**config.mk**
```make
export PLATFORM = sky130hd
export DESIGN_NAME = uart_out_tx
export DESIGN_NICKNAME = d
export VERILOG_FILES = /design/src/rtl/uart_out_tx_pkg.sv /design/src/rtl/uart_out_tx_sync_fifo.sv /design/src/rtl/uart_out_tx.sv
export SDC_FILE = /design/constraint.sdc
export NUM_CORES = 1
export LEC_CHECK = 0
export ABC_CLOCK_PERIOD_IN_PS = 2800
export BUFFER_PORTS_ARGS = -buffer_cell sky130_fd_sc_hd__buf_2
export CAP_MARGIN = 10
export CORE_MARGIN = 4
export CORE_UTILIZATION = 43
export DETAILED_ROUTE_END_ITERATION = 10
export REMOVE_ABC_BUFFERS = 1
export SLEW_MARGIN = 40
export SYNTH_ARGS = -nofsm -noshare
export SYNTH_HDL_FRONTEND = slang
export SYNTH_SLANG_ARGS = --single-unit
```
**constraint.sdc**
```tcl
create_clock -name clk_i -period 2.8 [get_ports clk_i]
set_input_delay 0.14 -clock clk_i [delete_from_list [all_inputs] [get_ports clk_i]]
set_output_delay 0.14 -clock clk_i [all_outputs]
set_load 0.01 [all_outputs]
```
**src/rtl/uart_out_tx_pkg.sv**
```systemverilog
// Shared types for the CPU OUT-port UART transmitter.
// Frame FSM state encoding and the data byte width.
package uart_out_tx_pkg;

  localparam int DATA_W = 8;

  typedef enum logic [1:0] {
    ST_IDLE  = 2'd0,
    ST_START = 2'd1,
    ST_DATA  = 2'd2,
    ST_STOP  = 2'd3
  } state_e;

endpackage

```
**src/rtl/uart_out_tx_sync_fifo.sv**
```systemverilog
// Synchronous FIFO with registered storage and a combinational head.
// Ports: clk_i, rst_i, wen_i, ren_i, din_i / dout_o, full_o, empty_o, count_o.
module sync_fifo #(
  parameter int WIDTH = 8,
  parameter int DEPTH = 4
) (
  input  logic                       clk_i,
  input  logic                       rst_i,
  input  logic                       wen_i,
  input  logic                       ren_i,
  input  logic [WIDTH-1:0]           din_i,
  output logic [WIDTH-1:0]           dout_o,
  output logic                       full_o,
  output logic                       empty_o,
  output logic [$clog2(DEPTH):0]     count_o
);

  localparam int AW = $clog2(DEPTH);

  logic [WIDTH-1:0] r_mem [DEPTH];
  logic [AW-1:0]    r_wptr;
  logic [AW-1:0]    r_rptr;
  logic [AW:0]      r_count;
  logic             w_push;
  logic             w_pop;

  // Accept/pop are gated by the registered flags, so the count
  // can never run past either end.
  assign w_push = wen_i && !full_o;
  assign w_pop  = ren_i && !empty_o;

  always_ff @(posedge clk_i) begin
    if (w_push) r_mem[r_wptr] <= din_i;
  end

  always_ff @(posedge clk_i) begin
    if (rst_i) begin
      r_wptr  <= '0;
      r_rptr  <= '0;
      r_count <= '0;
    end else begin
      if (w_push) r_wptr <= r_wptr + 1'b1;
      if (w_pop)  r_rptr <= r_rptr + 1'b1;
      unique case ({w_push, w_pop})
        2'b10:   r_count <= r_count + 1'b1;
        2'b01:   r_count <= r_count - 1'b1;
        default: r_count <= r_count;
      endcase
    end
  end

  assign dout_o  = r_mem[r_rptr];
  assign full_o  = (r_count == (AW+1)'(DEPTH));
  assign empty_o = (r_count == '0);
  assign count_o = r_count;

endmodule

```
**src/rtl/uart_out_tx.sv**
```systemverilog
// CPU OUT-port sink: buffers bytes and sends them as UART 8N1, LSB first.
// Ports: clk_i, rst_i, data_i, wen_i / tx_o, busy_o, full_o, empty_o, count_o, overflow_o.
module uart_out_tx
  import uart_out_tx_pkg::*;
#(
  parameter int CLKS_PER_BIT = 16,
  parameter int FIFO_DEPTH   = 4
) (
  input  logic                          clk_i,
  input  logic                          rst_i,
  input  logic [7:0]                    data_i,
  input  logic                          wen_i,
  output logic                          tx_o,
  output logic                          busy_o,
  output logic                          full_o,
  output logic                          empty_o,
  output logic [$clog2(FIFO_DEPTH):0]   count_o,
  output logic                          overflow_o
);

  localparam logic [15:0] BAUD_LAST = 16'(CLKS_PER_BIT - 1);

  state_e            r_state;
  state_e            w_next;
  logic [15:0]       r_baud;
  logic [15:0]       w_baud_d;
  logic [2:0]        r_idx;
  logic [2:0]        w_idx_d;
  logic [DATA_W-1:0] r_shift;
  logic [DATA_W-1:0] w_shift_d;
  logic              r_tx;
  logic              w_tx_d;
  logic              r_ovf;
  logic              w_pop;
  logic              w_bit_end;
  logic [DATA_W-1:0] w_head;

  sync_fifo #(
    .WIDTH (DATA_W),
    .DEPTH (FIFO_DEPTH)
  ) u_fifo (
    .clk_i   (clk_i),
    .rst_i   (rst_i),
    .wen_i   (wen_i),
    .ren_i   (w_pop),
    .din_i   (data_i),
    .dout_o  (w_head),
    .full_o  (full_o),
    .empty_o (empty_o),
    .count_o (count_o)
  );

  assign w_bit_end = (r_baud == BAUD_LAST);

  always_ff @(posedge clk_i) begin
    if (rst_i) r_state <= ST_IDLE;
    else       r_state <= w_next;
  end

  always_comb begin
    w_next = r_state;
    unique case (r_state)
      ST_IDLE:  if (!empty_o) w_next = ST_START;
      ST_START: if (w_bit_end) w_next = ST_DATA;
      ST_DATA:  if (w_bit_end && r_idx == 3'd7) w_next = ST_STOP;
      ST_STOP:  if (w_bit_end) w_next = empty_o ? ST_IDLE : ST_START;
      default:  w_next = ST_IDLE;
    endcase
  end

  // Next values for the line/datapath registers; tx_o stays a pure
  // register output so the line never glitches from inputs.
  always_comb begin
    w_pop     = 1'b0;
    w_tx_d    = r_tx;
    w_shift_d = r_shift;
    w_idx_d   = r_idx;
    w_baud_d  = w_bit_end ? 16'd0 : r_baud + 16'd1;
    unique case (r_state)
      ST_IDLE: begin
        w_baud_d = 16'd0;
        w_tx_d   = 1'b1;
        if (!empty_o) begin
          w_pop     = 1'b1;
          w_shift_d = w_head;
          w_tx_d    = 1'b0;
        end
      end
      ST_START: begin
        if (w_bit_end) begin
          w_tx_d  = r_shift[0];
          w_idx_d = 3'd0;
        end
      end
      ST_DATA: begin
        if (w_bit_end) begin
          w_shift_d = r_shift >> 1;
          w_idx_d   = r_idx + 3'd1;
          w_tx_d    = (r_idx == 3'd7) ? 1'b1 : r_shift[1];
        end
      end
      ST_STOP: begin
        if (w_bit_end) begin
          w_tx_d = 1'b1;
          // Back-to-back frames: no idle gap between stop and start.
          if (!empty_o) begin
            w_pop     = 1'b1;
            w_shift_d = w_head;
            w_tx_d    = 1'b0;
          end
        end
      end
      default: w_tx_d = 1'b1;
    endcase
  end

  always_ff @(posedge clk_i) begin
    if (rst_i) begin
      r_tx    <= 1'b1;
      r_baud  <= '0;
      r_idx   <= '0;
      r_shift <= '0;
      r_ovf   <= 1'b0;
    end else begin
      r_tx    <= w_tx_d;
      r_baud  <= w_baud_d;
      r_idx   <= w_idx_d;
      r_shift <= w_shift_d;
      if (wen_i && full_o) r_ovf <= 1'b1;
    end
  end

  assign tx_o       = r_tx;
  assign busy_o     = (r_state != ST_IDLE);
  assign overflow_o = r_ovf;

endmodule

```
==> results.md, run 1 <==
Setup path:
- In this run the worst path has a maximum fanout of 5.
- Counting cells, the worst reg-to-reg path comes to 10.
- The destination of the worst register-to-register timing path is u_fifo.count_o[2].
- The worst setup path is captured at a flop.
- The type of the worst setup path is reg -> reg.
- The startpoint identified for the worst register-to-register timing path is r_state[0].
- STA classifies the critical path startpoint as a flop.
- The required time at the worst-slack endpoint is 3.06 ns.
- Data arrives at the worst endpoint at approximately 2.9 ns.
- The slack of the worst reg-to-reg path is around 0.21 ns.

Hold path:
- Counting instances, the worst hold path has a depth of 1.
- The worst min-delay path startpoint is data_i[3].
- The worst min-delay path category is in -> reg.
- The worst hold path terminates at u_fifo.r_mem[3][3].

Die:
- The die boundary height is 94.9 um.
- The placeable core region is 7290 sq um.
- During I/O placement, the number of pins put on the boundary was 19.
- In this run the core area contains 31 standard-cell rows.
- The initial utilization of the core area, before any placement, comes to 44.5%.
- The width of the die is between 90 and 100 um.
- The die covers around 9000 sq um.

Placed design:
- The wire-length estimate of the detail-placed layout is 3730 um.
- The number of port buffers is 18.
- The setup slack at placement is between 0.08 and 0.09 ns.
- In this run the cell area measured after placement is 3440 sq um.
- Routability-driven placement finished with a final weighted congestion of 0.807.
- The number of cells after detailed placement is 387.

Layout:
- Once layout is done, the placed cells without fillers occupy between 3000 and 4000 sq um.
- The count of inserted antenna diode cells is 0.
- The synthesis-to-finish area growth is 14.1%.
- The number of nets in the layout is 330.
- The fraction of layout instances using a drive strength above 1 is around a fifth.
- Fill cells in the final layout number between 600 and 700.
- Leaving out fill and tap cells, the most frequent cell in the layout is sky130_fd_sc_hd__dfxtp_1.
- The non-filler instance count after layout is 408.
- The top cell types in the final layout, fill and taps aside, are sky130_fd_sc_hd__dfxtp_1, sky130_fd_sc_hd__edfxtp_1, sky130_fd_sc_hd__nor2_1, sky130_fd_sc_hd__buf_2.

Clocking:
- The count of H-tree levels built during CTS is 3.
- Clock latency on the worst-skew pair, taken at its later pin, is roughly 0.34 ns.
- The clock drives 72 sinks.
- The root buffer selected by CTS is sky130_fd_sc_hd__clkbuf_8.
- The number of CTS-inserted buffers is 9.
- In this run the deepest clock path goes through 2 buffers.
- The clock tree from TritonCTS is done.
- The register clock-pin slew on the reported worst setup and hold paths is about 0.070 ns.

Pwr:
- Internal power comes to ~0.0023 W.
- Summed over all cells, the static leakage comes to between 1 and 1.5 nW.
- The relative contribution of sequential cells to total power is 40.5%.
- For this design the ratio of total power to cell area is about 930 nW/um^2.
- Of the total power, combinational logic draws between 30% and 40%.
- The clock power share is a little under a quarter.
- IR analysis of the VDD net gives a maximum drop of between 0.0004 and 0.0005 V.
- The switching portion of total power is approximately a third.
- The power spent charging and discharging nets is roughly 0.0012 W.

Yosys:
- The area share of the leading cell type in the synthesized netlist is between 20 and 30%.
- The sequential share of the synthesized area is a little over half.
- The number of enable-type register cells in the synthesized netlist is 32.
- The most used flip-flop cell after synthesis is sky130_fd_sc_hd__dfxtp_1.
- The number of distinct library cells after synthesis is roughly 40.
- Synthesis produced ~280 cells.
- After synthesis, the cell types taking the most area are sky130_fd_sc_hd__edfxtp_1, sky130_fd_sc_hd__dfxtp_1, sky130_fd_sc_hd__mux4_2.
- Yosys printed 0 warnings.
- The per-instance average area after synthesis is 11.7 sq um.
- The mapped netlist covers between 3000 and 4000 sq um.
- The number of synthesized register bits is 72.
- The post-synthesis async set-or-reset flop share is 0%.
- The library cell occupying the most area in the post-synthesis netlist is sky130_fd_sc_hd__edfxtp_1.

Drt:
- For this run, design rule violations remaining after detail routing come to 0.
- The aggregate routed wire length is 5600 um.
- The ratio of routed vias to standard cells is 5.06.
- The first detailed-routing pass ran for 4 iterations.
- In the final routed layout, each cell accounts on average for between 10 and 15 um.
- The total vias in the final route is a little over 2,000.
- The number of antenna-violating nets in the routed design is 0.
- The count of routing violations after the opening detailed-route iteration is just under 80.

Timing:
- The final critical delay including setup and external delays is 2.59 ns.
- For the final database, setup skew stands at between 0.009 and 0.01 ns.
- The count of endpoints failing hold in the final timing report is 0.
- Across all hold checks on the routed design, the worst slack comes to 0.0224 ns.
- After routing, the total negative slack on setup checks comes to 0 ns.
- The transition time at the pin with the least slew margin is 0.615 ns.
- The worst max-slew margin expressed relative to the limit is 59.0%.
- Setup slack closes at ~0.21 ns.
- Setup repair after global routing left no endpoint under its margin.
- Static timing analysis puts the maximum clock frequency at approximately 390 MHz.
- Setup violations remaining at the end of the flow were counted as 0.
- The ratio of final minimum period to clock period is between 90 and 100%.
- The number of pins exceeding their max-slew limit in the final report is 0.

Global route:
- The global-route wire length before repair is around 9600 um.
- The remaining global-route overflow is 0.
- The initial antenna violation count came to 0.
- The pin count of the biggest net entering global routing is 26.
- Global routing used ~14% of the available tracks across all layers.
- The via count of the first global-routing pass was 2,026.

Run status:
- The run finished with clean final reports.

Job:
- Max-cap violations in this run came to 0.
## synthesized netlist by cell type (3+ instances only)
master                     instances
sky130_fd_sc_hd__or3_2             5
sky130_fd_sc_hd__mux4_2            8
sky130_fd_sc_hd__nand3_1          10
sky130_fd_sc_hd__dfxtp_1          40
sky130_fd_sc_hd__nor3_1            5
sky130_fd_sc_hd__nand4_1           4
sky130_fd_sc_hd__nand2_1           5
sky130_fd_sc_hd__nand2b_1          3
sky130_fd_sc_hd__nor2_1           30
sky130_fd_sc_hd__xor2_1            4
sky130_fd_sc_hd__nor4_4            3
sky130_fd_sc_hd__or3_1             6
sky130_fd_sc_hd__o21ai_0          14
sky130_fd_sc_hd__xnor2_1          12
sky130_fd_sc_hd__ha_1             14
sky130_fd_sc_hd__mux2i_1           9
sky130_fd_sc_hd__nor4_1            4
sky130_fd_sc_hd__a21oi_1          16
sky130_fd_sc_hd__inv_1            16
sky130_fd_sc_hd__and2_1            4
sky130_fd_sc_hd__buf_2             3
sky130_fd_sc_hd__edfxtp_1         32
sky130_fd_sc_hd__clkbuf_1          9
## through the flow
step / utilization, % / power [W]
global route: 50.8 / 0.00373
global placement: 47.2 / 0.00263
floorplan: - / 0.00227
finish: 50.8 / 0.00345
CTS: 50.6 / 0.00347
detailed placement: 47.2 / 0.00266
## area by class of cell
type                            count  area (sq um)  area share, %
Timing Repair Buffer               29           185           5.00
Clock buffer                        9           124           3.34
Tap cell                           99           124           3.34
Clock inverter                      7          70.1           1.89
Inverter                           16          60.1           1.62
Sequential cell                    72          1760           47.6
Multi-Input combinational cell    176          1380           37.2
## power groups by stage
stage	clock, W	combinational, W	sequential, W
finish	0.000789	0.00127	0.00140
CTS	0.000823	0.00125	0.00140
global route	0.000875	0.00142	0.00143
floorplan	0	0.000857	0.00141
detailed placement	0	0.00123	0.00143
global placement	0	0.00121	0.00142
## flip-flops by register name (all words and copies together) (netlist names), named ones only
| signal | cells |
|---|---|
| u_fifo.r_wptr | 2 |
| u_fifo.r_mem | 32 |
| r_idx | 3 |
| r_baud | 16 |
| tx_o | 1 |
| u_fifo.count_o | 3 |
| overflow_o | 1 |
| r_shift | 8 |
| r_state | 2 |
| u_fifo.r_rptr | 2 |
## routing by layer
metal / GRT usage (%) / vias to the layer above / share of wire [%]
met5: 0 / - / 0
met4: 6.73 / 0 / 1.8
met3: 4.22 / 11 / 3.1
met2: 21.7 / 24 / 48
met1: 18.0 / 969 / 47
li1: - / 1061 / -
## worst max path at each step
| stage | from | to | slack (ns) | depth (start not counted) |
|---|---|---|---|---|
| 2_1_floorplan | r_state[0] | u_fifo.count_o[2] | 0.19 | 10 |
| 3_3_place_gp | r_state[0] | u_fifo.count_o[2] | 0.16 | 10 |
| 3_5_place_dp | r_state[0] | u_fifo.count_o[2] | 0.09 | 10 |
| 4_1_cts | r_state[0] | u_fifo.count_o[2] | 0.06 | 10 |
| 5_1_grt | r_state[0] | u_fifo.count_o[2] | 0.06 | 10 |
| 6_report | r_state[0] | u_fifo.count_o[2] | 0.21 | 10 |
## cells by family (layout without fill, tap and decap cells)
family / count (synthesis) / after routing / share of synthesized area, %
and+or+nand+nor: 87 / 87 / 15.5
DFF: 72 / 72 / 54.3
AOI/OAI and AO/OA: 39 / 39 / 7.21
buffers and inverters: 29 / 61 / 3.70
muxes: 19 / 19 / 9.02
xor gates and xnor gates: 16 / 16 / 4.32
adders and majority gates: 15 / 15 / 6.01
## what timing repair did
action / in CTS / in global routing
endpoints found under the hold margin: 20 / 0
hold buffers: 5 / 0
setup endpoints to repair: 0 / 1
gates resized for setup: 0 / 3
setup buffers: 0 / 0
## worst max-delay path: stages (launching register included)
cell                      delay (ns)
sky130_fd_sc_hd__dfxtp_2        0.34
sky130_fd_sc_hd__inv_1          0.17
sky130_fd_sc_hd__ha_4           0.24
sky130_fd_sc_hd__or3_1          0.42
sky130_fd_sc_hd__nor2_2         0.12
sky130_fd_sc_hd__ha_1           0.19
sky130_fd_sc_hd__inv_1          0.06
sky130_fd_sc_hd__fa_1           0.37
sky130_fd_sc_hd__xor2_1         0.16
sky130_fd_sc_hd__or3_1          0.30
sky130_fd_sc_hd__a21oi_1        0.14
Power figures use the tool's default switching activity.
==> inputs of run 2 (changes only) <==
ABC_CLOCK_PERIOD_IN_PS = 3100   (was 2800)
clock period = 3.1 ns   (was 2.8 ns; I/O delays follow)
==> run 2 against run 1 <==
  * Global-route usage down 0.26 points
  * Power down 6.9%
  * Sequential cell count unchanged
  * Clock skew about the same
  * Non-clock buffer count down 10
  * Setup slack better by 0.023 ns
  * Routed wire length up 0.32%
  * Maximum frequency down 9.6%
  * Register-to-register slack better by 0.02 ns
  * Clock-buffer cell count up 1
  * Largest cell class unchanged
==> results.md, run 2 (synthesis results as in run 1) <==
Setup path:
- The signal on the critical path passes through inv_1 > ha_1 > or3_1 > nor2_1 > ha_1 > inv_1 > fa_1 > xor2_1 > or3_1 > a21oi_1.
- The kind of launch point of the worst setup path is a flop.
- STA classifies the critical path endpoint as a flop.
- The library cell contributing the largest single delay on the critical path is sky130_fd_sc_hd__or3_1.
- The setup path with the least slack is of type reg -> reg.
- The largest stage delay on the critical path is 0.42 ns.
- The largest fanout on the critical path is 5.
- At the worst endpoint, the arrival time is 3.14 ns.
- The required time at the worst-slack endpoint is 3.37 ns.

Timing:
- The worst path needs ~2.9 ns of the cycle, external delays included.
- Setup repair after global routing left no endpoint under its margin.
- The transition time at the pin with the least slew margin is between 0.6 and 0.7 ns.
- Derived from the worst setup path, the maximum achievable clock frequency is roughly 350 MHz.
- The final count of negative-setup-slack endpoints is 0.
- The number of pins exceeding their max-slew limit in the final report is 0.
- The worst path meets setup with ~0.23 ns of slack.
- The count of endpoints failing hold in the final timing report was 0.
- Headroom to the max-slew limit came out at around three fifths.
- Summed over all failing endpoints, the final setup total negative slack is 0 ns.
- The largest clock skew in the final design is 0.00900 ns.
- The ratio of final minimum period to clock period is between 90% and 100%.
- Final hold analysis gives a worst-case slack of roughly 0.03 ns.

Die:
- The die covers roughly 9000 sq um.
- The region available for standard cell placement spans between 7000 and 8000 sq um.
- The initial utilization of the core area, before any placement, comes to approximately 45%.
- Pin placement for this block handled 19 I/O pins.
- The die boundary height is approximately 95 um.
- The die is around 95 um wide.
- After floorplanning, the core was divided into 31 placement rows.

Clocking:
- CTS saw approximately 70 sinks.
- The number of CTS-inserted buffers is 9.
- The deepest clock path buffer count is 2.
- The root buffer selected by CTS is sky130_fd_sc_hd__clkbuf_8.
- The quantity of hold-fixing buffers added after cts is 0.
- After clock tree synthesis, the clock-pin slew on the worst setup and hold paths is roughly 0.080 ns.
- Post-CTS repair changed the size of 0 cells.
- The count of H-tree levels built during CTS is 3.
- In this run the post-CTS setup repair buffer count came out at 0.
- The clock tree from TritonCTS is done.
- For the worst-skew pair, the clock arrives at the later sink with an insertion delay of approximately 0.34 ns.

Pwr:
- Dividing total power by cell area gives a power density of approximately 880 nW/um^2.
- The worst-case IR drop observed on VDD is approximately 0.00042 V.
- Summed over all cells, the static leakage comes to about 1.3 nW.

Placed design:
- Once detailed placement completed, the half-perimeter wirelength came to 3690 um.
- OpenSTA, run right after detailed placement, puts the worst setup slack at roughly 0.30 ns.
- At the end of routability-driven placement, the weighted congestion stood at 0.779.
- The total cell area at the placement stage is about 3400 sq um.
- The count of buffers added on input and output ports is 18.

Drt:
- For this block, the via count after detailed routing is approximately 2,000.
- The aggregate routed wire length is roughly 5600 um.
- The number of iterations in the first detailed-routing pass is 4.
- After detailed routing, the average wire length per cell comes to between 10 and 15 um.
- After the first detailed-routing iteration, the DRC count stood at 56.
- The ratio of routed vias to standard cells is between 5 and 6.
- For this run, design rule violations remaining after detail routing come to 0.
- In this run the remaining antenna-violating nets after routing total 0.

Layout:
- u_fifo.r_mem holds more flip-flops than any other register.
- Of the cells placed in the final design, the portion with a size suffix greater than 1 is between 15 and 20%.
- The number of nets in the layout is 320.
- The flip-flop count of the largest register after layout is 32.
- The repair_antennas step left the layout with diodes totalling 0.
- The library cell used most frequently in the layout, excluding fill and tap cells, is sky130_fd_sc_hd__dfxtp_1.
- The layout has 673 filler cells.
- The post-layout utilization of the core is about 50%.
- In the final layout, the registers with the most flip-flops are u_fifo.r_mem (32), r_baud (16), r_shift (8).
- The synthesis-to-finish area growth is 12.6%.
- The top cell types in the final layout, fill and taps aside, are sky130_fd_sc_hd__dfxtp_1, sky130_fd_sc_hd__edfxtp_1, sky130_fd_sc_hd__nor2_1, sky130_fd_sc_hd__buf_2.
- The final design area excluding fillers is 3650 sq um.

Run status:
- The flow ran to the end, and the final reports show no timing, DRC or antenna violations.

Global route:
- The initial antenna violation count is 0.
- Global routing used 13.8% of the available tracks.
- The global-route wire length before repair is between 9000 and 10,000 um.
- The via count of the first global-routing pass is between 1,500 and 2,000.
- The pin count of the biggest net entering global routing is 26.
- The total overflow left after global routing is 0.

Hold path:
- The worst min-delay path category is in -> reg.

Job:
- The count of maximum capacitance violations is 0.
-- run 2: layer usage --
| metal | GRT usage, % | share of wire, % | vias to the layer above | wire length (um) |
|---|---|---|---|---|
| li1 | - | - | 1034 | - |
| met1 | 17.4 | 48 | 957 | 2710 |
| met2 | 21.6 | 47 | 27 | 2630 |
| met3 | 4.94 | 3.7 | 6 | 207 |
| met4 | 5.29 | 1.1 | 0 | 62 |
| met5 | 0 | 0 | - | 0 |
-- run 2: worst paths after layout --
check                  start            endpoint  slack, ns  depth (start not counted)
hold reg to reg    r_baud[0]           r_baud[0]       0.47                          1
setup reg to reg  r_state[0]   u_fifo.count_o[2]       0.23                         10
hold / removal     data_i[5]  u_fifo.r_mem[1][5]       0.03                          1
setup / recovery  r_state[0]   u_fifo.count_o[2]       0.23                         10
-- run 2: cell type report --
class / instances / area, sq um / area share (%)
clock buffer: 10 / 128 / 3.49
inverter: 16 / 60.1 / 1.64
multi-input combinational: 176 / 1370 / 37.4
timing repair buffer: 19 / 97.6 / 2.67
clock inverter: 6 / 116 / 3.18
tap: 99 / 124 / 3.39
sequential: 72 / 1760 / 48.2
-- run 2: critical path, delay by kind of cell (launching register included) --
family                     cells  cell delay [ns]
and+or+nand+nor                3             0.96
adders and majority gates      3             0.95
DFF                            1             0.39
buffers and inverters          2             0.19
xor gates and xnor gates       1             0.16
AOI/OAI and AO/OA              1             0.15
-- run 2: metrics by stage --
stage | cells | total power (W)
finish | 398 | 0.00321
global route | 398 | 0.00344
CTS | 398 | 0.00324
detailed placement | 382 | 0.00233
global placement | 382 | 0.00231
floorplan | 264 | 0.00205
-- run 2: report_power, final --
| part | switching (W) | total (W) | internal (W) |
|---|---|---|---|
| Clock | 0.000353 | 0.000894 | 0.000541 |
| Sequential | 0.000115 | 0.00127 | 0.00116 |
| Combinational | 0.000584 | 0.00105 | 0.000464 |
| Total | 0.00105 | 0.00321 | 0.00216 |
==> inputs of run 3 (changes only) <==
--- a/config.mk
+++ b/config.mk
@@ -13,2 +13,3 @@
 export DETAILED_ROUTE_END_ITERATION = 10
+export GPL_TIMING_DRIVEN = 0
 export REMOVE_ABC_BUFFERS = 1
==> constraint.sdc (replaced) <==
create_clock -name clk_i -period 3.1 [get_ports clk_i]
set_input_delay 0.62 -clock clk_i [delete_from_list [all_inputs] [get_ports clk_i]]
set_output_delay 0.62 -clock clk_i [all_outputs]
set_load 0.01 [all_outputs]
==> run 3 against run 2 <==
  * Setup slack better by 0.020 ns
  * Critical path depth stayed put
  * Non-clock buffer count shrank 1
  * Cell count fell by 0.25%
  * Routed wire length grew 0.48%
  * Clock skew rose by 0.0019 ns
==> results.md, run 3 (synthesis results as in run 1) <==
Drt:
- The number of antenna-violating nets in the routed design is 0.
- The total vias in the final route is around 2,000.
- Before antenna repair, the detailed router went through 6 iterations.
- After detailed routing, the average wire length per cell comes to approximately 14 um.
- The count of routing violations after the opening detailed-route iteration is 71.
- For this run, design rule violations remaining after detail routing come to 0.
- The final layout contains routed wiring with a total length of ~5600 um.
- The ratio of routed vias to standard cells is roughly 5.

Clocking:
- The number of CTS-inserted buffers is 9.
- The deepest clock path buffer count is 2.
- The clock latency on the worst-skew pair is 0.34 ns.
- The root buffer selected by CTS is sky130_fd_sc_hd__clkbuf_8.
- TritonCTS built the clock tree.
- The number of gates resized after CTS was 0.
- The total clock sinks is between 70 and 80.
- The total setup buffers inserted after CTS is 0.
- The count of H-tree levels built during CTS is 3.
- After clock tree synthesis, the flow added hold-fix buffers numbering 0.
- The register clock-pin slew on the reported worst setup and hold paths is 0.08 ns.

Timing:
- Based on the critical path, the design can be clocked at up to roughly 350 MHz.
- The worst max-slew margin expressed relative to the limit is approximately 45%.
- The final critical delay including setup and external delays is 2.85 ns.
- Adding up every negative setup slack in the final design gives 0 ns.
- The largest clock skew in the final design is approximately 0.011 ns.
- Setup violations remaining at the end of the flow were counted as 0.
- The transition time at the pin with the least slew margin is around 0.82 ns.
- The count of endpoints failing hold in the final timing report came to 0.
- The final critical path takes up around nine tenths of the cycle.
- The number of pins exceeding their max-slew limit in the final report is 0.
- Setup repair after global routing left no endpoint under its margin.

Layout:
- The synthesis-to-finish area growth is 12.3%.
- The top cell types in the final layout, fill and taps aside, are sky130_fd_sc_hd__dfxtp_1, sky130_fd_sc_hd__edfxtp_1, sky130_fd_sc_hd__nor2_1, sky130_fd_sc_hd__buf_2.
- The register with the most flip-flops in the layout has 32 of them.
- The final layout contains approximately 320 nets.
- In the final layout, the share of cells above drive strength 1 is approximately 18%.
- Cells fill about half of the core in the end.
- The number of antenna diodes in the final layout is 0.
- Leaving out fill and tap cells, the most frequent cell in the layout is sky130_fd_sc_hd__dfxtp_1.
- Ranked by flip-flop count, first place goes to u_fifo.r_mem.
- The largest registers in the layout are u_fifo.r_mem (32), r_baud (16), r_shift (8).

Setup path:
- The kind of launch point of the worst setup path is a flop.
- The destination of the worst register-to-register timing path is u_fifo.count_o[2].
- STA classifies the critical path endpoint as a flop.
- The arrival time at the worst endpoint is roughly 3.1 ns.
- The type of the worst setup path is reg -> reg.
- The signal on the critical path passes through inv_1 > ha_1 > or3_1 > nor2_2 > ha_1 > inv_1 > fa_1 > xor2_1 > or3_1 > a21oi_1.
- The largest fanout on the critical path is 5.
- In this design, the stage delay of the slowest critical-path cell is between 0.4 and 0.5 ns.
- For this design, the slowest cell found on the critical path is sky130_fd_sc_hd__or3_1.
- The worst register-to-register path has a depth of 10.
- Data on the critical path is required at its endpoint by roughly 3.4 ns.
- The slack of the worst reg-to-reg path is 0.25 ns.
- In this run the critical register-to-register path is launched from r_state[0].

Die:
- Once the floorplan was initialized, standard cells occupied ~45% of the core.
- The die footprint is between 9000 and 10,000 sq um.
- The die boundary height is ~95 um.
- Pin placement for this block handled 19 I/O pins.
- Measured along the x axis, the die boundary spans approximately 95 um.
- The floorplan step defined a core boundary enclosing 7290 sq um.
- After floorplanning, the core was divided into 31 placement rows.

Placed design:
- The number of port buffers is 18.
- At the end of routability-driven placement, the weighted congestion stood at approximately 0.78.
- Once detailed placement completed, the half-perimeter wirelength came to 3680 um.

Job:
- The tool flagged a number of max-cap violations equal to 0.

Global route:
- The remaining global-route overflow is 0.
- The via count of the first global-routing pass is between 1,500 and 2,000.
- The global router's overall resource usage is between 10% and 20%.
- The pin count of the biggest net entering global routing is 26.
- The initial antenna violation count is 0.
- The first global-routing pass estimated 9220 um of wire.

Hold path:
- The cell depth of the worst min-delay path is 1.
- The worst hold path terminates at r_baud[0].
- The startpoint identified for the worst hold timing path is r_baud[0].
- The worst min-delay path category is reg -> reg.

Pwr:
- The static power due to leakage is between 1 and 1.5 nW.
- The cell area power density is 877 nW/um^2.
- IR analysis of the VDD net gives a maximum drop of between 0.0003 and 0.0004 V.

Run status:
- The run finished with clean final reports.
run 3: changes by cell type in the layout (fill, tap and decap cells not counted), sizes merged:
| cell | delta |
|---|---|
| inv | +1 |
| clkbuf | -1 |
| buf | -1 |
run 3: power breakdown:
| group | internal (W) | switching, W | total, W |
|---|---|---|---|
| sequential | 0.00116 | 0.000114 | 0.00127 |
| combinational | 0.000461 | 0.000579 | 0.00104 |
| clock | 0.000536 | 0.000352 | 0.000888 |
| total | 0.00215 | 0.00105 | 0.00320 |
run 3: through the flow:
stage	cell area, sq um	worst slack [ns]	std cells	hold WS, ns	total power [W]
5_1_grt	3650	0.0773	397	0.472	0.00341
3_3_place_gp	3400	0.294	381	0.443	0.00230
6_report	3650	0.248	397	0.462	0.00320
2_1_floorplan	3190	0.488	264	0.430	0.00205
3_5_place_dp	3400	0.204	381	0.450	0.00233
4_1_cts	3640	0.174	397	0.468	0.00323
run 3: how the worst max path moves through the flow:
stage | slack (ns) | startpoint | endpoint
6_report | 0.25 | r_state[0] | u_fifo.count_o[2]
5_1_grt | 0.08 | r_state[1] | u_fifo.count_o[2]
4_1_cts | 0.17 | r_state[0] | u_fifo.count_o[2]
3_5_place_dp | 0.20 | r_state[0] | u_fifo.count_o[2]
3_3_place_gp | 0.29 | r_state[0] | u_fifo.count_o[2]
2_1_floorplan | 0.49 | r_state[0] | u_fifo.count_o[2]
run 3: metal layers:
| metal | routed length [um] | GRT usage (%) | part of all wire [%] |
|---|---|---|---|
| met1 | 2730 | 17.9 | 48 |
| met5 | 0 | 0 | 0 |
| met3 | 221 | 5.02 | 3.9 |
| met2 | 2650 | 20.3 | 47 |
| met4 | 44 | 4.81 | 0.78 |
run 3: layout make-up:
class | instances | area, sq um
sequential | 72 | 1760
multi-input combinational | 176 | 1370
inverter | 16 | 60.1
timing repair buffer | 18 | 90.1
fill | 676 | 3650
clock inverter | 7 | 116
clock buffer | 9 | 124
tap | 99 | 124
run 3: worst max-delay path, delay by kind of cell, from the launching register on:
kind / cells / cell delay [ns]
AND/OR/NAND/NOR: 3 / 0.93
adder cells (fa/ha/maj): 3 / 0.96
buffers and inverters: 2 / 0.18
flip-flops: 1 / 0.41
AO/OA/AOI/OAI: 1 / 0.14
XOR/XNOR: 1 / 0.16
